## src/rtl/mul_share_arbiter.sv

```systemverilog
// Round-robin share of one fixed-point multiplier among NUM_REQ requesters, one op in flight.
// GNT one cycle after REQ, DONE pulse L+2 cycles after ISSUE; a watchdog aborts a silent multiplier.
module mul_share_arbiter #(
  parameter int NUM_REQ        = 4,
  parameter int WIDTH          = 8,
  parameter int TIMEOUT_CYCLES = 15
) (
  input  logic                     CLK,
  input  logic                     RSTN,
  input  logic [NUM_REQ-1:0]       REQ,
  input  logic [NUM_REQ*WIDTH-1:0] A_IN,
  input  logic [NUM_REQ*WIDTH-1:0] B_IN,
  output logic [NUM_REQ-1:0]       GNT,
  output logic [NUM_REQ-1:0]       DONE,
  output logic [WIDTH-1:0]         RESULT,
  output logic                     RESULT_OVF,
  output logic                     ERR,
  input  logic                     ERR_CLR,
  output logic [WIDTH-1:0]         MUL_VALUE_A_IN,
  output logic [WIDTH-1:0]         MUL_VALUE_B_IN,
  output logic                     MUL_VALID_IN,
  input  logic [WIDTH-1:0]         MUL_VALUE_OUT,
  input  logic                     MUL_VALID_OUT,
  input  logic                     MUL_OVERFLOW
);
  localparam int         IW      = $clog2(NUM_REQ);
  localparam logic [7:0] TO_LAST = 8'(TIMEOUT_CYCLES - 1);

  typedef enum logic [1:0] {S_IDLE, S_ISSUE, S_WAIT, S_DONE} state_t;

  state_t               state_q;
  logic [IW-1:0]        last_q;
  logic [7:0]           cnt_q;
  logic [NUM_REQ-1:0]   gnt_q, done_q;
  logic [WIDTH-1:0]     a_q, b_q, res_q;
  logic                 vin_q, ovf_q, err_q;

  logic [2*NUM_REQ-1:0] req_dbl;
  logic [NUM_REQ-1:0]   req_rot;
  logic [IW:0]          base, pick_off, pick_sum;
  logic [IW-1:0]        last_d;
  logic [WIDTH-1:0]     a_d, b_d;
  logic                 timeout, err_d;

  always_comb begin
    // Rotate the request vector so bit 0 is the requester right after the last winner.
    req_dbl  = {REQ, REQ};
    base     = {1'b0, last_q} + (IW+1)'(1);
    req_rot  = req_dbl[base +: NUM_REQ];
    pick_off = '0;
    for (int k = NUM_REQ - 1; k >= 0; k--) begin
      if (req_rot[k]) pick_off = (IW+1)'(k);
    end
    pick_sum = base + pick_off;
    last_d   = (pick_sum >= (IW+1)'(NUM_REQ)) ? IW'(pick_sum - (IW+1)'(NUM_REQ)) : IW'(pick_sum);
    a_d      = '0;
    b_d      = '0;
    for (int k = 0; k < NUM_REQ; k++) begin
      if (last_d == IW'(k)) begin
        a_d = A_IN[k*WIDTH +: WIDTH];
        b_d = B_IN[k*WIDTH +: WIDTH];
      end
    end
    timeout = (state_q == S_WAIT) && !MUL_VALID_OUT && (cnt_q == TO_LAST);
    err_d   = timeout ? 1'b1 : (ERR_CLR ? 1'b0 : err_q);
  end

  always_ff @(posedge CLK) begin
    if (!RSTN) begin
      state_q <= S_IDLE;
      last_q  <= IW'(NUM_REQ - 1);
      cnt_q   <= '0;
      gnt_q   <= '0;
      done_q  <= '0;
      a_q     <= '0;
      b_q     <= '0;
      vin_q   <= 1'b0;
      res_q   <= '0;
      ovf_q   <= 1'b0;
      err_q   <= 1'b0;
    end else begin
      err_q <= err_d;
      case (state_q)
        S_IDLE: begin
          if (|REQ) begin
            a_q     <= a_d;
            b_q     <= b_d;
            gnt_q   <= NUM_REQ'(1) << last_d;
            last_q  <= last_d;
            vin_q   <= 1'b1;
            state_q <= S_ISSUE;
          end
        end
        S_ISSUE: begin
          vin_q   <= 1'b0;
          cnt_q   <= '0;
          state_q <= S_WAIT;
        end
        S_WAIT: begin
          cnt_q <= cnt_q + 8'd1;
          if (MUL_VALID_OUT) begin
            res_q   <= MUL_VALUE_OUT;
            ovf_q   <= MUL_OVERFLOW;
            done_q  <= gnt_q;
            state_q <= S_DONE;
          end else if (timeout) begin
            res_q   <= '0;
            ovf_q   <= 1'b1;
            done_q  <= gnt_q;
            state_q <= S_DONE;
          end
        end
        S_DONE: begin
          done_q  <= '0;
          gnt_q   <= '0;
          state_q <= S_IDLE;
        end
        default: state_q <= S_IDLE;
      endcase
    end
  end

  assign GNT            = gnt_q;
  assign DONE           = done_q;
  assign RESULT         = res_q;
  assign RESULT_OVF     = ovf_q;
  assign ERR            = err_q;
  assign MUL_VALUE_A_IN = a_q;
  assign MUL_VALUE_B_IN = b_q;
  assign MUL_VALID_IN   = vin_q;
endmodule

```

## config.mk

```make
export PLATFORM = sky130hd
export DESIGN_NAME = mul_share_arbiter
export DESIGN_NICKNAME = d
export VERILOG_FILES = /design/src/rtl/mul_share_arbiter.sv
export SDC_FILE = /design/constraint.sdc
export NUM_CORES = 1
export LEC_CHECK = 0
export ABC_AREA = 0
export CELL_PAD_IN_SITES_DETAIL_PLACEMENT = 0
export CELL_PAD_IN_SITES_GLOBAL_PLACEMENT = 1
export CORE_AREA = 3 3 69 136
export DETAILED_ROUTE_END_ITERATION = 12
export DIE_AREA = 0 0 72 139
export PLACE_DENSITY_LB_ADDON = 0.1
export SLEW_MARGIN = 20
export SYNTH_ARGS = -nofsm -noshare
export SYNTH_HDL_FRONTEND = slang
export SYNTH_SLANG_ARGS = --single-unit
export TNS_END_PERCENT = 10
```

## constraint.sdc

```tcl
create_clock -name CLK -period 3.25 [get_ports CLK]
set_clock_uncertainty 0.2 [all_clocks]
set_input_delay 0.975 -clock CLK [delete_from_list [all_inputs] [get_ports CLK]]
set_output_delay 0.975 -clock CLK [all_outputs]
set_load 0.005 [all_outputs]
```

==> run metrics, run 1 <==
input/output buffers=between 100 and 150; ys async rst share=0%; CTS root buf=clkbuf_16; Min Clock Period, post-route=roughly 3000 ps; worst endpoint required time=between 3000 and 4000 ps; Unique masters post-synth=between 40 and 50; post-synth top area cell=dfxtp_1; startpoint types=primary input; hold depth=2; R2R Setup Slk=650 ps; Worst path max stage delay=360 ps; gpl congestion=0.7317; CTS Sinks=47; crit path kind=primary input to flip-flop; area share of the largest cell type after synthesis=about 37%; Top delay family on crit path=buffers and inverters; share of layout cells above drive strength 1=between 10% and 20%; Placed Area=3913 um2; CTS Hold Buffers Added=0; # fillers=roughly 860; max cap viols=0; Least-Margin Pin Slew=710.1 ps; vias in the first global route=about 2700; Hold Crit Start=RESULT_OVF; slowest CP cell=dlygate4sd2_1; Worst Hold Path EP=RESULT_OVF; Die Wd=roughly 70 um; Hold WC Path Type=flip-flop to flip-flop; DR WL met3=472 um; Final Instance Area=4194 um2; Reg2Reg Launch Point=last_q[0]; Net Count, Synth=between 300 and 400; reg2reg path depth=10; Met1 Wirelength=roughly 2.7 mm; layout overhead on the synthesized area=66.85%; Final period util=around 93%; Top-Level Pins=116; initial DRC count=90; first-pass GRT wire length=~13 mm; uppermost layer routed=met4; Clk Latency, worst-skew pair=~300 ps; RSZ-0062 raised after global routing=false; Synth Flop Type=dfxtp_1; CTS Buf Count=5; commonest non-fill, non-tap cell in the layout=clkdlybuf4s50_1; TritonRoute pass-1 iters=4; Cells after Synth=between 200 and 300; CTS clk-pin slew, worst paths=70 ps; WL/cell=around 16 um; sequential fraction of the synthesis area=between 30% and 40%; core box area=between 8000 and 9000 um2; max-slew violation count=0; crit path DAT=3020 ps; IR drop worst, VDD=0.3553 mV; Yosys reg bits=between 40 and 50; Starting Density=around 29%; largest net degree at the start of global routing=31; Worst Path Max Fanout=8; Final Hold Vio Count=0; cell depth of the worst setup path=9; clock buffer depth=2; DRC=0; Post-Route WL=~8 mm; row cnt=48; Nets=a little under 500; Finish-stage setup viols=0; Avg Inst Size Synth=9.010 um2; final core utilization=48.83%; Fmax=roughly 330 MHz; Area contributors post-synth=dfxtp_1 (37%), a32o_1 (6.4%), mux2i_1 (6.4%); Die H=roughly 140 um; H-tree depth=2; via count=approximately 2600; leak pwr=around 1.6 nW; most frequent cells in the layout=clkdlybuf4s50_1 (111), dfxtp_1 (47), nor2_1 (34); TritonCTS clock tree=yes; Pwr Density=802.3 nW/um2; Post-DRT Antenna Nets=0; Yosys warning count=0; Buf/Inv on CP=3; Mapped Area=2514 um2; # diodes=0; crit end category=flip-flop; GRT Util Overall=16.27%; FF-to-FF End=MUL_VALUE_B_IN[5]; die area=~10000 um2; routed wl met2=about 4.7 mm; GR Overflow Total=0; initial antenna violation count=0; max_slew headroom=52.34%; CP Cell Sequence=dlygate4sd2_1, buf_4, nor2_1, a32oi_4, o221ai_4, xor2_4, buf_6, or3_1, a32o_1; dpl hpwl=~6.1 mm; number of synthesized flops with an enable pin=0; status=finished, final reports clean; DR vias/cell=between 5 and 6
## flip-flops by register name, summed over array words and instances (netlist names)
signal and flops:
MUL_VALUE_A_IN 8, MUL_VALUE_B_IN 8, RESULT 8, cnt_q 8, DONE 4, GNT 4
last_q 2, state_q 2, ERR 1, MUL_VALID_IN 1, RESULT_OVF 1
## worst min-delay path: cells and delay by family, from the launching register on
kind	cells	cell delay (ps)
DFF	1	310
AOI/OAI and AO/OA	1	60
buffers and inverters	1	50
## power by group
group          total, mW  switching, mW  internal [mW]
Combinational       2.00          0.928           1.07
Clock              0.534          0.246          0.288
Sequential         0.828          0.111          0.718
## worst max-delay path by stage
stage / startpoint / to / slack [ps]
after floorplan: REQ[3] / MUL_VALUE_A_IN[0] / 120
final: REQ[3] / MUL_VALUE_B_IN[5] / 230
after CTS: REQ[1] / MUL_VALUE_A_IN[3] / 0.9
after global routing: REQ[3] / MUL_VALUE_A_IN[4] / 120
after global placement: REQ[3] / MUL_VALUE_A_IN[5] / -340
after detailed placement: REQ[3] / MUL_VALUE_B_IN[6] / -370
## cell families (layout without fill, tap and decap cells)
kind of cell             after synthesis  after routing  synth area share [%]
multiplexers                          16             16                 6.371
XOR/XNOR                               6              6                 3.136
buffers and inverters                 29            159                 5.824
adder cells (fa/ha/maj)                8              8                 3.982
flip-flops                            47             47                 37.43
AO/OA/AOI/OAI                         76             76                 25.29
AND/OR/NAND/NOR                       97             97                 17.97
## synthesized netlist by cell type (8+ instances only)
master    number
o31a_2        13
dfxtp_1       47
nand2_1       26
a22oi_1       14
a21oi_1        8
a32o_1        16
mux2i_1       16
clkbuf_1      10
or3_1         18
ha_1           8
nor2_1        34
inv_1         10
## layer usage
metal | track usage [%] | vias to the layer above
met2 | 33.25 | 83
met1 | 14.43 | 1211
li1 | - | 1285
met5 | 0 | -
met4 | 5.352 | 0
met3 | 4.064 | 6
## final cells by class
| cell class | count | area (um2) | share of cell area, % |
|---|---|---|---|
| Clock inverter | 3 | 23.77 | 0.5668 |
| Tap cell | 100 | 125.1 | 2.983 |
| Timing Repair Buffer | 141 | 1443 | 34.40 |
| Multi-Input combinational cell | 203 | 1499 | 35.74 |
| Inverter | 10 | 37.54 | 0.8950 |
| Clock buffer | 5 | 125.1 | 2.983 |
| Sequential cell | 47 | 940.9 | 22.43 |
## per-stage QoR
| step | worst slack [ps] | total power [mW] | hold slack, ps | instances | TNS [ps] |
|---|---|---|---|---|---|
| 2_1_floorplan | 121.7 | 1.912 | 258.3 | 279 | 0 |
| 3_3_place_gp | -340.1 | 2.677 | 246.2 | 496 | -6107 |
| 3_5_place_dp | -367.1 | 2.707 | 260.8 | 496 | -6575 |
| 4_1_cts | 0.8640 | 3.269 | 279.4 | 504 | 0 |
| 5_1_grt | 118.9 | 3.630 | 296.9 | 509 | 0 |
| 6_report | 225.3 | 3.365 | 272.6 | 509 | 0 |
## repair_timing
| action | 4_1_cts | 5_1_grt |
|---|---|---|
| endpoints found under the hold margin | 0 | 0 |
| resized for setup | 4 | 16 |
| pin swaps | 2 | 8 |
| buffers inserted | 0 | 5 |
| setup endpoints to repair | 16 | 18 |
Note: power is estimated with default switching activity, not from simulation.
==> run 2, diff against run 1 <==
Settings changed: CAP_MARGIN set to 20.
==> results of run 2 <==
No change in the layout: final DEF, timing and power equal those of run 1.
